`config.mk`:
```
export PLATFORM = sky130hd
export DESIGN_NAME = axi4s_packet_tx
export DESIGN_NICKNAME = d
export VERILOG_FILES = /design/src/rtl/axi4s_packet_tx.sv
export SDC_FILE = /design/constraint.sdc
export NUM_CORES = 1
export LEC_CHECK = 0
export CELL_PAD_IN_SITES_DETAIL_PLACEMENT = 0
export CELL_PAD_IN_SITES_GLOBAL_PLACEMENT = 2
export CORE_MARGIN = 2
export CORE_UTILIZATION = 50
export CTS_CLUSTER_DIAMETER = 150
export DETAILED_ROUTE_END_ITERATION = 6
export DONT_BUFFER_PORTS = 1
export PLACE_DENSITY = 0.9
export SYNTH_ARGS = -nofsm -noshare
export SYNTH_HDL_FRONTEND = slang
export SYNTH_SLANG_ARGS = --single-unit
```
`constraint.sdc`:
```
create_clock -name clk -period 7.2 [get_ports clk]
set_input_delay 1.44 -clock clk [delete_from_list [all_inputs] [get_ports clk]]
set_output_delay 1.44 -clock clk [all_outputs]
set_load 0.01 [all_outputs]
```
`src/rtl/axi4s_packet_tx.sv`:
```
// ---------------------------------------------------------------------------
// axi4s_packet_tx
// AXI4-Stream master that sends words from an internal FIFO as fixed-length
// packets of PKT_LEN beats. TLAST marks the final beat of each packet, and the
// block fully honours TREADY backpressure. A packet starts only once all of its
// beats are in the FIFO, so TVALID never drops in the middle of a packet.
// A packet counter and a running sum of the sent data support end-to-end
// checking against the receiver.
//
// Ports
//   clk            in   1       single clock, all state changes on posedge
//   rst            in   1       synchronous reset, active-high
//   wr_en          in   1       push wr_data into the FIFO this cycle
//   wr_data        in   DATA_W  word to push
//   wr_full        out  1       FIFO holds FIFO_DEPTH words
//   m_axis_tdata   out  DATA_W  stream data (FIFO head)
//   m_axis_tvalid  out  1       stream valid (FSM in SEND)
//   m_axis_tready  in   1       stream ready from the receiver
//   m_axis_tlast   out  1       high on beat PKT_LEN-1 of each packet
//   pkt_count      out  16      packets completed, wraps
//   tx_sum         out  32      modulo-2^32 sum of accepted TDATA
//   busy           out  1       FSM in SEND
// ---------------------------------------------------------------------------
module axi4s_packet_tx #(
  parameter int DATA_W     = 32,
  parameter int PKT_LEN    = 4,
  parameter int FIFO_DEPTH = 8
) (
  input  logic              clk,
  input  logic              rst,
  input  logic              wr_en,
  input  logic [DATA_W-1:0] wr_data,
  output logic              wr_full,
  output logic [DATA_W-1:0] m_axis_tdata,
  output logic              m_axis_tvalid,
  input  logic              m_axis_tready,
  output logic              m_axis_tlast,
  output logic [15:0]       pkt_count,
  output logic [31:0]       tx_sum,
  output logic              busy
);

  localparam int PTR_W  = (FIFO_DEPTH > 1) ? $clog2(FIFO_DEPTH) : 1;
  localparam int OCC_W  = $clog2(FIFO_DEPTH + 1);
  localparam int BEAT_W = (PKT_LEN > 1) ? $clog2(PKT_LEN) : 1;

  localparam logic [BEAT_W-1:0] LAST_BEAT = BEAT_W'(PKT_LEN - 1);
  localparam logic [OCC_W-1:0]  OCC_PKT   = OCC_W'(PKT_LEN);
  localparam logic [OCC_W-1:0]  OCC_FULL  = OCC_W'(FIFO_DEPTH);
  // A one-beat packet carries TLAST on its very first beat.
  localparam logic              FIRST_IS_LAST = (PKT_LEN == 1) ? 1'b1 : 1'b0;

  typedef enum logic [0:0] {
    IDLE = 1'b0,
    SEND = 1'b1
  } state_t;

  // Advance a FIFO pointer with explicit wrap so any depth indexes safely.
  function automatic logic [PTR_W-1:0] ptr_inc(input logic [PTR_W-1:0] p);
    if (p == PTR_W'(FIFO_DEPTH - 1)) begin
      return {PTR_W{1'b0}};
    end else begin
      return p + PTR_W'(1);
    end
  endfunction

  logic [DATA_W-1:0] mem_r [FIFO_DEPTH];
  logic [PTR_W-1:0]  wr_ptr_r;
  logic [PTR_W-1:0]  rd_ptr_r;
  logic [OCC_W-1:0]  occ_r;
  logic              wr_full_r;

  state_t            state_r;
  logic [BEAT_W-1:0] beat_r;
  logic              tlast_r;
  logic [15:0]       pkt_count_r;
  logic [31:0]       tx_sum_r;

  logic              wr_acc_s;
  logic              pop_s;
  logic [OCC_W-1:0]  occ_next_s;
  logic [BEAT_W-1:0] beat_inc_s;

  // FIFO handshake decode and next occupancy (includes this cycle's write).
  always_comb begin
    wr_acc_s   = wr_en && !wr_full_r;
    pop_s      = (state_r == SEND) && m_axis_tready;
    beat_inc_s = beat_r + BEAT_W'(1);
    occ_next_s = occ_r;
    if (wr_acc_s && !pop_s) begin
      occ_next_s = occ_r + OCC_W'(1);
    end else if (!wr_acc_s && pop_s) begin
      occ_next_s = occ_r - OCC_W'(1);
    end else begin
      occ_next_s = occ_r;
    end
  end

  // FIFO storage; contents need no reset because occupancy gates every read.
  always_ff @(posedge clk) begin
    if (wr_acc_s) begin
      mem_r[wr_ptr_r] <= wr_data;
    end
  end

  // FIFO pointers, occupancy and registered full flag.
  always_ff @(posedge clk) begin
    if (rst) begin
      wr_ptr_r  <= {PTR_W{1'b0}};
      rd_ptr_r  <= {PTR_W{1'b0}};
      occ_r     <= {OCC_W{1'b0}};
      wr_full_r <= 1'b0;
    end else begin
      if (wr_acc_s) begin
        wr_ptr_r <= ptr_inc(wr_ptr_r);
      end
      if (pop_s) begin
        rd_ptr_r <= ptr_inc(rd_ptr_r);
      end
      occ_r     <= occ_next_s;
      wr_full_r <= (occ_next_s == OCC_FULL);
    end
  end

  // Packet FSM with beat counter, TLAST, packet counter and data sum.
  always_ff @(posedge clk) begin
    if (rst) begin
      state_r     <= IDLE;
      beat_r      <= {BEAT_W{1'b0}};
      tlast_r     <= 1'b0;
      pkt_count_r <= 16'd0;
      tx_sum_r    <= 32'd0;
    end else begin
      case (state_r)
        IDLE: begin
          // Registered occupancy: a write landing on this edge is not counted.
          if (occ_r >= OCC_PKT) begin
            state_r <= SEND;
            beat_r  <= {BEAT_W{1'b0}};
            tlast_r <= FIRST_IS_LAST;
          end
        end
        SEND: begin
          if (pop_s) begin
            tx_sum_r <= tx_sum_r + 32'(m_axis_tdata);
            if (tlast_r) begin
              beat_r      <= {BEAT_W{1'b0}};
              pkt_count_r <= pkt_count_r + 16'd1;
              // Continue straight into the next packet when it is complete.
              if (occ_next_s >= OCC_PKT) begin
                state_r <= SEND;
                tlast_r <= FIRST_IS_LAST;
              end else begin
                state_r <= IDLE;
                tlast_r <= 1'b0;
              end
            end else begin
              beat_r  <= beat_inc_s;
              tlast_r <= (beat_inc_s == LAST_BEAT);
            end
          end
        end
        default: begin
          state_r <= IDLE;
          beat_r  <= {BEAT_W{1'b0}};
          tlast_r <= 1'b0;
        end
      endcase
    end
  end

  assign m_axis_tdata  = mem_r[rd_ptr_r];
  assign m_axis_tvalid = (state_r == SEND);
  assign m_axis_tlast  = tlast_r;
  assign busy          = (state_r == SEND);
  assign wr_full       = wr_full_r;
  assign pkt_count     = pkt_count_r;
  assign tx_sum        = tx_sum_r;

endmodule

```
==> flow_summary.ini <==
[run_status]
status = finished clean

[routing]
wl_per_cell_um = 23.0
antenna_left = 0
wl_um = 30400
dr.pass1.iters = 5
routed-via-count = 7686
first_iter_violations = 679
via_per_inst = 5.81
drc_errors = 0

[final_layout]
syn_to_final_growth_pct = 10.7
fin_nets = 1003
layout_common_cells = edfxtp_1, nand2_1, a21oi_1, mux4_2, dfxtp_1
diodes = 0
final_layout_size_suffix_gt1_frac = 0.192
final_common_cell = edfxtp_1

[global_route]
overflow = 0
grt_max_degree = 53
grt_usage = 0.214
grt_pass1_wl_um = 46500
grt_pass1_vias = 7836
antenna_found_initial = 0

[yosys]
yosysWarnings = 0
ys_types = 58
netlist_instances = 918
synthArstFlopShare = 0
ys.flop_type = edfxtp_1
synth_edf_count = 256
ys_ff_latch = 322
synth.net_count = 994
synth.cell_area_um2 = 13900
synth.avg_cell_area_um2 = 15.1
ys_seq_area_frac = 0.649

[critical_path]
worstPathRequired_ns = 5.76
end_kind = primary output
criticalPathCategory = register to primary output
start_kind = register
r2r_cells = 12
crit_fanout = 45
critPathArrivalTime_ns = 2.95

[clocking]
cts_tree = built
clock-sinks = 322
cts_made_buffers = 35
clock_latency_ns = 0.53
cts_resized = 0
post_cts_buffers = 0
cts_buffer_depth = 3
cts-root-buf = clkbuf_16
clk_pin_slew_worst_paths_ns = 0.06
h-tree-depth = 2
cts_hold_buf = 0

[die]
die_x_um = 171
core_um2 = 27100
rows = 60
num_io_pins = 120
dieArea_um2 = 29100
start_util = 0.512
chipHeight_um = 171

[sta]
finalHoldViolCount = 0
slew_viol_final = 0
max-slew-margin-rel = 0.321
finalCritPeriodShare = 0.610
tightest_slew_ns = 1.02
timing.setup.tns_ns = 0
setup_violations = 0
fmax_mhz = 228
rsz0062_at_grt = false
fin_worst_skew_ns = 0.0239
finalCriticalPeriod_ns = 4.39

[min_path]
hold_depth = 2
hold_class = register to register

[pwr]
finalPower_mw = 3.98
leakage_nw = 5.11
powerDensity_nw_per_um2 = 259
max-vdd-ir-drop_uv = 201

[placement]
gp_congestion = 0.864
io_buffers = 0
place_hpwl_um = 19500

[run]
drv_cap = 0
==> critical path: stages, from the launching register on <==
cell and delay (ns):
dfxtp_4 0.96, buf_4 0.52, mux4_2 0.56, mux2_2 0.36
==> power by group <==
| part | switching, mW | total, mW | internal, mW |
|---|---|---|---|
| Sequential | 0.0314 | 2.08 | 2.05 |
| Clock | 0.719 | 1.63 | 0.909 |
| Combinational | 0.166 | 0.273 | 0.107 |
==> kinds of logic (layout without fill, tap and decap cells) <==
kind of cell / after synthesis / count (layout) / share of synthesized area
buffers and inverters: 55 / 88 / 0.0162
xor gates and xnor gates: 37 / 37 / 0.0234
adders and majority gates: 40 / 40 / 0.0366
muxes: 99 / 99 / 0.132
DFF: 322 / 322 / 0.649
and+or+nand+nor: 204 / 204 / 0.0676
AOI/OAI and AO/OA: 161 / 161 / 0.0749
==> layer usage <==
layer	track usage	up-vias	share of wire
met2	0.339	213	0.47
li1	-	3584	-
met3	0.0553	43	0.074
met1	0.296	3846	0.44
met4	0.0572	0	0.020
met5	0	-	0
==> metrics by stage <==
| step | hold WS (ns) | std cells | instance area, um^2 | worst slack, ns | util |
|---|---|---|---|---|---|
| 3_5_place_dp | 0.464 | 1262 | 14300 | 2.87 | 0.529 |
| 4_1_cts | 0.477 | 1323 | 15400 | 2.70 | 0.567 |
| 5_1_grt | 0.491 | 1323 | 15400 | 2.49 | 0.567 |
| 3_3_place_gp | 0.452 | 1262 | 14300 | 2.91 | 0.529 |
| 2_1_floorplan | 0.454 | 918 | 13900 | 1.95 | - |
| 6_report | 0.479 | 1323 | 15400 | 2.81 | 0.567 |
==> synth_stat cells (16+ instances only) <==
master	number	area share
o21ai_1	18	0.0065
xor2_1	24	0.015
nand2_1	78	0.021
edfxtp_1	256	0.55
clkbuf_1	26	0.0070
ha_1	39	0.035
mux2_2	31	0.025
nor2_1	55	0.015
nor3_1	16	0.0058
a21o_1	17	0.0092
mux4_2	64	0.10
dfxtp_1	66	0.095
a21oi_1	66	0.024
==> state kept, by name, indices dropped and copies added (netlist names), named ones only <==
signal,flops
occ_r,4
tx_sum,32
wr_full,1
pkt_count,16
rd_ptr_r,3
wr_ptr_r,3
mem_r,256
beat_r,2
busy,1
m_axis_tlast,1
==> layout make-up <==
| type | count | area (um^2) |
|---|---|---|
| fill | 2107 | 11700 |
| sequential | 322 | 9010 |
| multi-input combinational | 541 | 4700 |
| clock buffer | 42 | 902 |
| tap | 372 | 465 |
| clock inverter | 19 | 138 |
| timing repair buffer | 13 | 97.6 |
| inverter | 14 | 52.6 |
==> worst paths after layout <==
path	slack, ns	start	endpoint
worst max-delay path	2.81	register	m_axis_tdata[30]
worst min-delay path	0.48	rd_ptr_r[1]	register
worst max register to register	2.95	register	tx_sum[31]
worst min register to register	0.48	rd_ptr_r[1]	register
(Power assumes the default switching activity.)
==> RTL change 1 (same settings) <==
Make the reset (`rst`) asynchronous in 2 clocked blocks. Comments in the files are not updated.
--- a/src/rtl/axi4s_packet_tx.sv
+++ b/src/rtl/axi4s_packet_tx.sv
@@ -105,5 +105,5 @@
 
   // FIFO pointers, occupancy and registered full flag.
-  always_ff @(posedge clk) begin
+  always_ff @(posedge clk or posedge rst) begin
     if (rst) begin
       wr_ptr_r  <= {PTR_W{1'b0}};
@@ -124,5 +124,5 @@
 
   // Packet FSM with beat counter, TLAST, packet counter and data sum.
-  always_ff @(posedge clk) begin
+  always_ff @(posedge clk or posedge rst) begin
     if (rst) begin
       state_r     <= IDLE;
Behaviour: differs if rst is asserted again (counterexample within 4 cycles, from zero or initial values and one cycle with rst high); with rst held inactive, the same outputs for 4 cycles.
==> RTL change 1 against the original RTL <==
Utilization increased by 0.49 points. Setup slack got worse by 0.34 ns. Wire length down 1.3%. Count of clock-buffer cells in the layout stayed put. Die area fell by 0.15%. Area after synthesis is 0.15% lower. Cell area grew 0.87%. Clock skew fell by 0.012 ns. Synthesized cell count decreased by 6.8%. Sequential cell count shrank 3. Largest cell class unchanged. First-iteration DRC count is 31% lower. Critical path type is now register to register.
Power is not compared: it rests on default switching activity, and its combinational part moved more than twofold at a synthesized area within 25%.
==> RTL change 1: results (changes against the original RTL) <==
Worst hold path
  – Hold wc startpoint: beat_r[0]
  – Hold depth: 1 (-1)

Routing
  – Detailed Routing Iterations Pass 1: 4 (-1)
  – Routed len/inst: 23.69 µm (+3.1%)
  – Vias/cell: 5.848 (+0.67%)
  – 1st-iter DRT viols: 468 (-31%)
  – Met2 WL: 14.57 mm (+2.6%)

STA
  – Slew Limit Headroom: 34.22% (+2.2 points)
  – Worst hold slack: 0.4855 ns (+0.006602 ns)

Critical path
  – CP max-delay cell: dfrtp_4
  – Reg2Reg Depth: 14 (+2)
  – Capture point of the worst path: tx_sum[30]
  – Max incr delay on CP: 1.08 ns (+0.12 ns)
  – Reg2reg setup slack: 2.47 ns (-0.48 ns)
  – Crit-path max FO: 49 (+8.9%)
  – Worst path top cell family by delay: compound AO/OA/AOI/OAI gates
  – Worst path arrival time: 5.10 ns (+2.15 ns)

Synthesis
  – Commonest cells in the netlist: edfxtp_1 (256), nand2_1 (74), mux4_2 (64)
  – Multiplexer area fraction after synthesis: 13.30% (+0.10 points)
  – Asr flop ratio synth: 19.75% (+20 points)
  – Syn nets: 932 (-6.2%)
  – Post-synthesis cell type count: 54 (-6.9%)
  – Syn Inst Count: 856 (-6.8%)
  – Synth Area in XOR/XNOR: 2.782% (+0.45 points)
  – Adder-cell share of the synthesized area: 3.667% (+0.0056 points)

Placement
  – HPWL after DPL: 19.00 mm (-2.3%)
  – DP Area: 14340 µm² (+0.12%)
  – Post-place setup slack: 2.435 ns (-0.4370 ns)
  – Routability congestion estimate: 0.8072 (-6.6%)

Finish
  – Final net count: 947 (-5.6%)
  – Fillers: 2081 (-1.2%)
  – Share of cells above drive strength 1: 20.67% (+1.4 points)

GRT
  – Largest net degree at the start of global routing: 73 (+38%)
  – Met1 Usage GRT: 27.44% (-2.2 points)
  – Vias in the first global route: 7642 (-2.5%)
  – Met3 Use GR: 6.395% (+0.87 points)

Run status
  – Status: finished, final reports clean
## RTL change 1: cell count changes after synthesis, moves of 5 or more
cell / unedited run / this run
buf_2: 12 / 5
o21ai_0: 14 / 46
and2_1: 1 / 6
and3_1: 10 / 1
xnor2_1: 13 / 24
o21bai_1: 6 / 0
o21ai_1: 18 / 0
nor2_1: 55 / 34
dfxtp_1: 66 / 0
dfrtp_1: 0 / 63
a21oi_1: 66 / 24
## RTL change 1: area by class of cell
type / instances / share of cell area, %
Inverter: 16 / 0.3875
Sequential cell: 319 / 59.81
Multi-Input combinational cell: 483 / 28.57
Tap cell: 372 / 3.003
Timing Repair Buffer: 16 / 0.7749
Clock inverter: 19 / 1.364
Clock buffer: 42 / 6.095
## RTL change 1: power by group
group	internal, µW	total [µW]	leakage, µW	switching [µW]
clock	1080	1790	0.000572	702
sequential	2380	2800	0.00310	423
combinational	1460	3350	0.00189	1890
==> RTL change 2 (same flow settings) <==
Without the edit above. The parameter `DATA_W` goes from 32 to 28.
--- a/src/rtl/axi4s_packet_tx.sv
+++ b/src/rtl/axi4s_packet_tx.sv
@@ -23,5 +23,5 @@
 // ---------------------------------------------------------------------------
 module axi4s_packet_tx #(
-  parameter int DATA_W     = 32,
+  parameter int DATA_W     = 28,
   parameter int PKT_LEN    = 4,
   parameter int FIFO_DEPTH = 8
Ports: changed (resized m_axis_tdata and wr_data); port bits go from 120 to 112. The function was not compared with the original's and may differ.
==> RTL change 2 against the original RTL <==
Critical path depth is 10 higher. Sequential power is 10% lower. Area after synthesis is 10% lower. Synthesized cell count is 8.0% lower. Highest routed layer unchanged. Clock power is 11% lower. Power is 11% lower. Largest power group unchanged. Sequential cell count is 32 lower. Critical path type is now register to register. Setup slack worse by 0.17 ns. Wire length is 11% lower. Cell area is 11% lower.
==> RTL change 2: results (changes against the original RTL) <==
Run status
  – Status: finished, final reports clean

Synthesis
  – Top cells by area, synth: edfxtp_1 (54%), dfxtp_1 (11%), mux4_2 (10%), ha_1 (3.6%), a21oi_1 (2.5%)
  – Synthesized area per cell: 14.74 µm² (-2.4%)
  – Sequential element share of the synthesized area: 64.59% (-0.34 points)
  – EDFF count, synth: 224 (-13%)
  – Post-synthesis cell type count: 57 (-1.7%)
  – Commonest cells in the netlist: edfxtp_1 (224), dfxtp_1 (66), nand2_1 (64)
  – Syn nets: 914 (-8.0%)

Finish
  – Final net count: 919 (-8.4%)
  – Share of cells above drive strength 1: 17.24% (-2.0 points)
  – ANT cells: 0 (unchanged)
  – Non-Filler Instances: 1194 (-9.8%)
  – Max reg flops: 224 (-13%)

Placement
  – HPWL after DPL: 17.19 mm (-12%)
  – Routability congestion estimate: 0.8257 (-4.4%)
  – DP Area: 12840 µm² (-10%)
  – DP Cell Count: 1143 (-9.4%)

GRT
  – First-pass GRT wire length: 41.56 mm (-11%)
  – Largest net degree at the start of global routing: 65 (+23%)
  – Vias in the first global route: 7294 (-6.9%)
  – Tot GR Track Use: 20.70% (-0.69 points)
  – Initial antenna violation count: 0 (unchanged)

Critical path
  – Max incr delay on CP: 1.08 ns (+0.12 ns)
  – Worst path arrival time: 5.04 ns (+2.09 ns)
  – Setup CP Type: register to register
  – Crit-path max FO: 56 (+24%)
  – CP max-delay cell: dfxtp_4

Clock network
  – Clock-pin slew on the worst setup and hold paths: 0.06 ns (about the same)
  – Clk_lat worst skew: 0.54 ns
  – Max Buffers Root-to-Sink: 3 (unchanged)
  – CTS H-tree depth: 1 (-1)
  – CTS buffer count: 29 (-17%)
  – Root buffer cell: clkbuf_16
  – Post-CTS sizing: 0 (unchanged)

Routing
  – Routed len/inst: 22.62 µm (-1.6%)
  – Vias/cell: 5.991 (+3.1%)
  – Detailed Routing Iterations Pass 1: 5 (unchanged)
  – Highest routed layer: met4
  – Wl on met1: 10.97 mm (-18%)
  – 1st-iter DRT viols: 610 (-10%)
  – Met2 WL: 13.29 mm (-6.4%)
  – WL met3: 2.296 mm (+2.2%)

STA
  – Clk_skew: 0.01551 ns (-0.008398 ns)
  – Worst Tran Pin Value: 1.098 ns (+0.07839 ns)

Worst hold path
  – HP Class: register to register

Power
  – Max VDD drop: 0.0001621 V (-19%)
  – Static Leak: 0.004564 µW (-11%)
==> RTL change 2: stage by stage <==
stage                     total power (µW)  worst slack, ns
final                                 3553            2.640
after global placement                2132            2.580
after floorplan                       2080            2.342
after CTS                             3586            2.544
after detailed placement              2139            2.570
after global routing                  3676            2.195
==> RTL change 2: worst paths after layout <==
path                     from         end  slack, ns  cells after the start
setup / recovery     register  tx_sum[23]       2.64                     13
hold / removal    rd_ptr_r[1]    register       0.48                      2
setup reg to reg     register  tx_sum[23]       2.64                     13
hold reg to reg   rd_ptr_r[1]    register       0.48                      2
==> RTL change 2: kinds of logic (layout without fill, tap and decap cells) <==
family          after synthesis  count (layout)  synth area share [%]
xor+xnor                     31              31                 2.179
simple gates                215             215                 8.114
flops                       290             290                 64.59
buf+inv                      52              77                 1.657
fa+ha+maj                    37              37                 3.776
mux                          86              86                 12.80
compound gates              134             134                 6.879
==> RTL change 2: power by group <==
part / switching [µW] / total [µW] / internal, µW
registers: 31.8 / 1870 / 1840
clock network: 601 / 1450 / 848
logic: 139 / 232 / 93.5
==> RTL change 2: per-layer routing <==
| layer | vias to the layer above | global-route usage, % |
|---|---|---|
| li1 | 3280 | - |
| met1 | 3569 | 27.49 |
| met2 | 268 | 34.51 |
| met3 | 36 | 5.439 |
| met4 | 0 | 4.827 |
| met5 | - | 0 |
==> RTL change 2: critical path, delay by kind of cell (launching register included) <==
family                   cells  cell delay [ns]
AO/OA/AOI/OAI                6             1.27
adder cells (fa/ha/maj)      1             0.31
buffers and inverters        1             0.19
flip-flops                   1             1.08
multiplexers                 2             0.93
AND/OR/NAND/NOR              3             0.69
==> RTL change 2: cell type report <==
class,count,area [µm²]
clock inverter,13,152.6
sequential,290,8053
multi-input combinational,503,4239
timing repair buffer,12,90.09
inverter,14,52.55
fill,1853,10640
tap,324,405.4
clock buffer,38,759.5
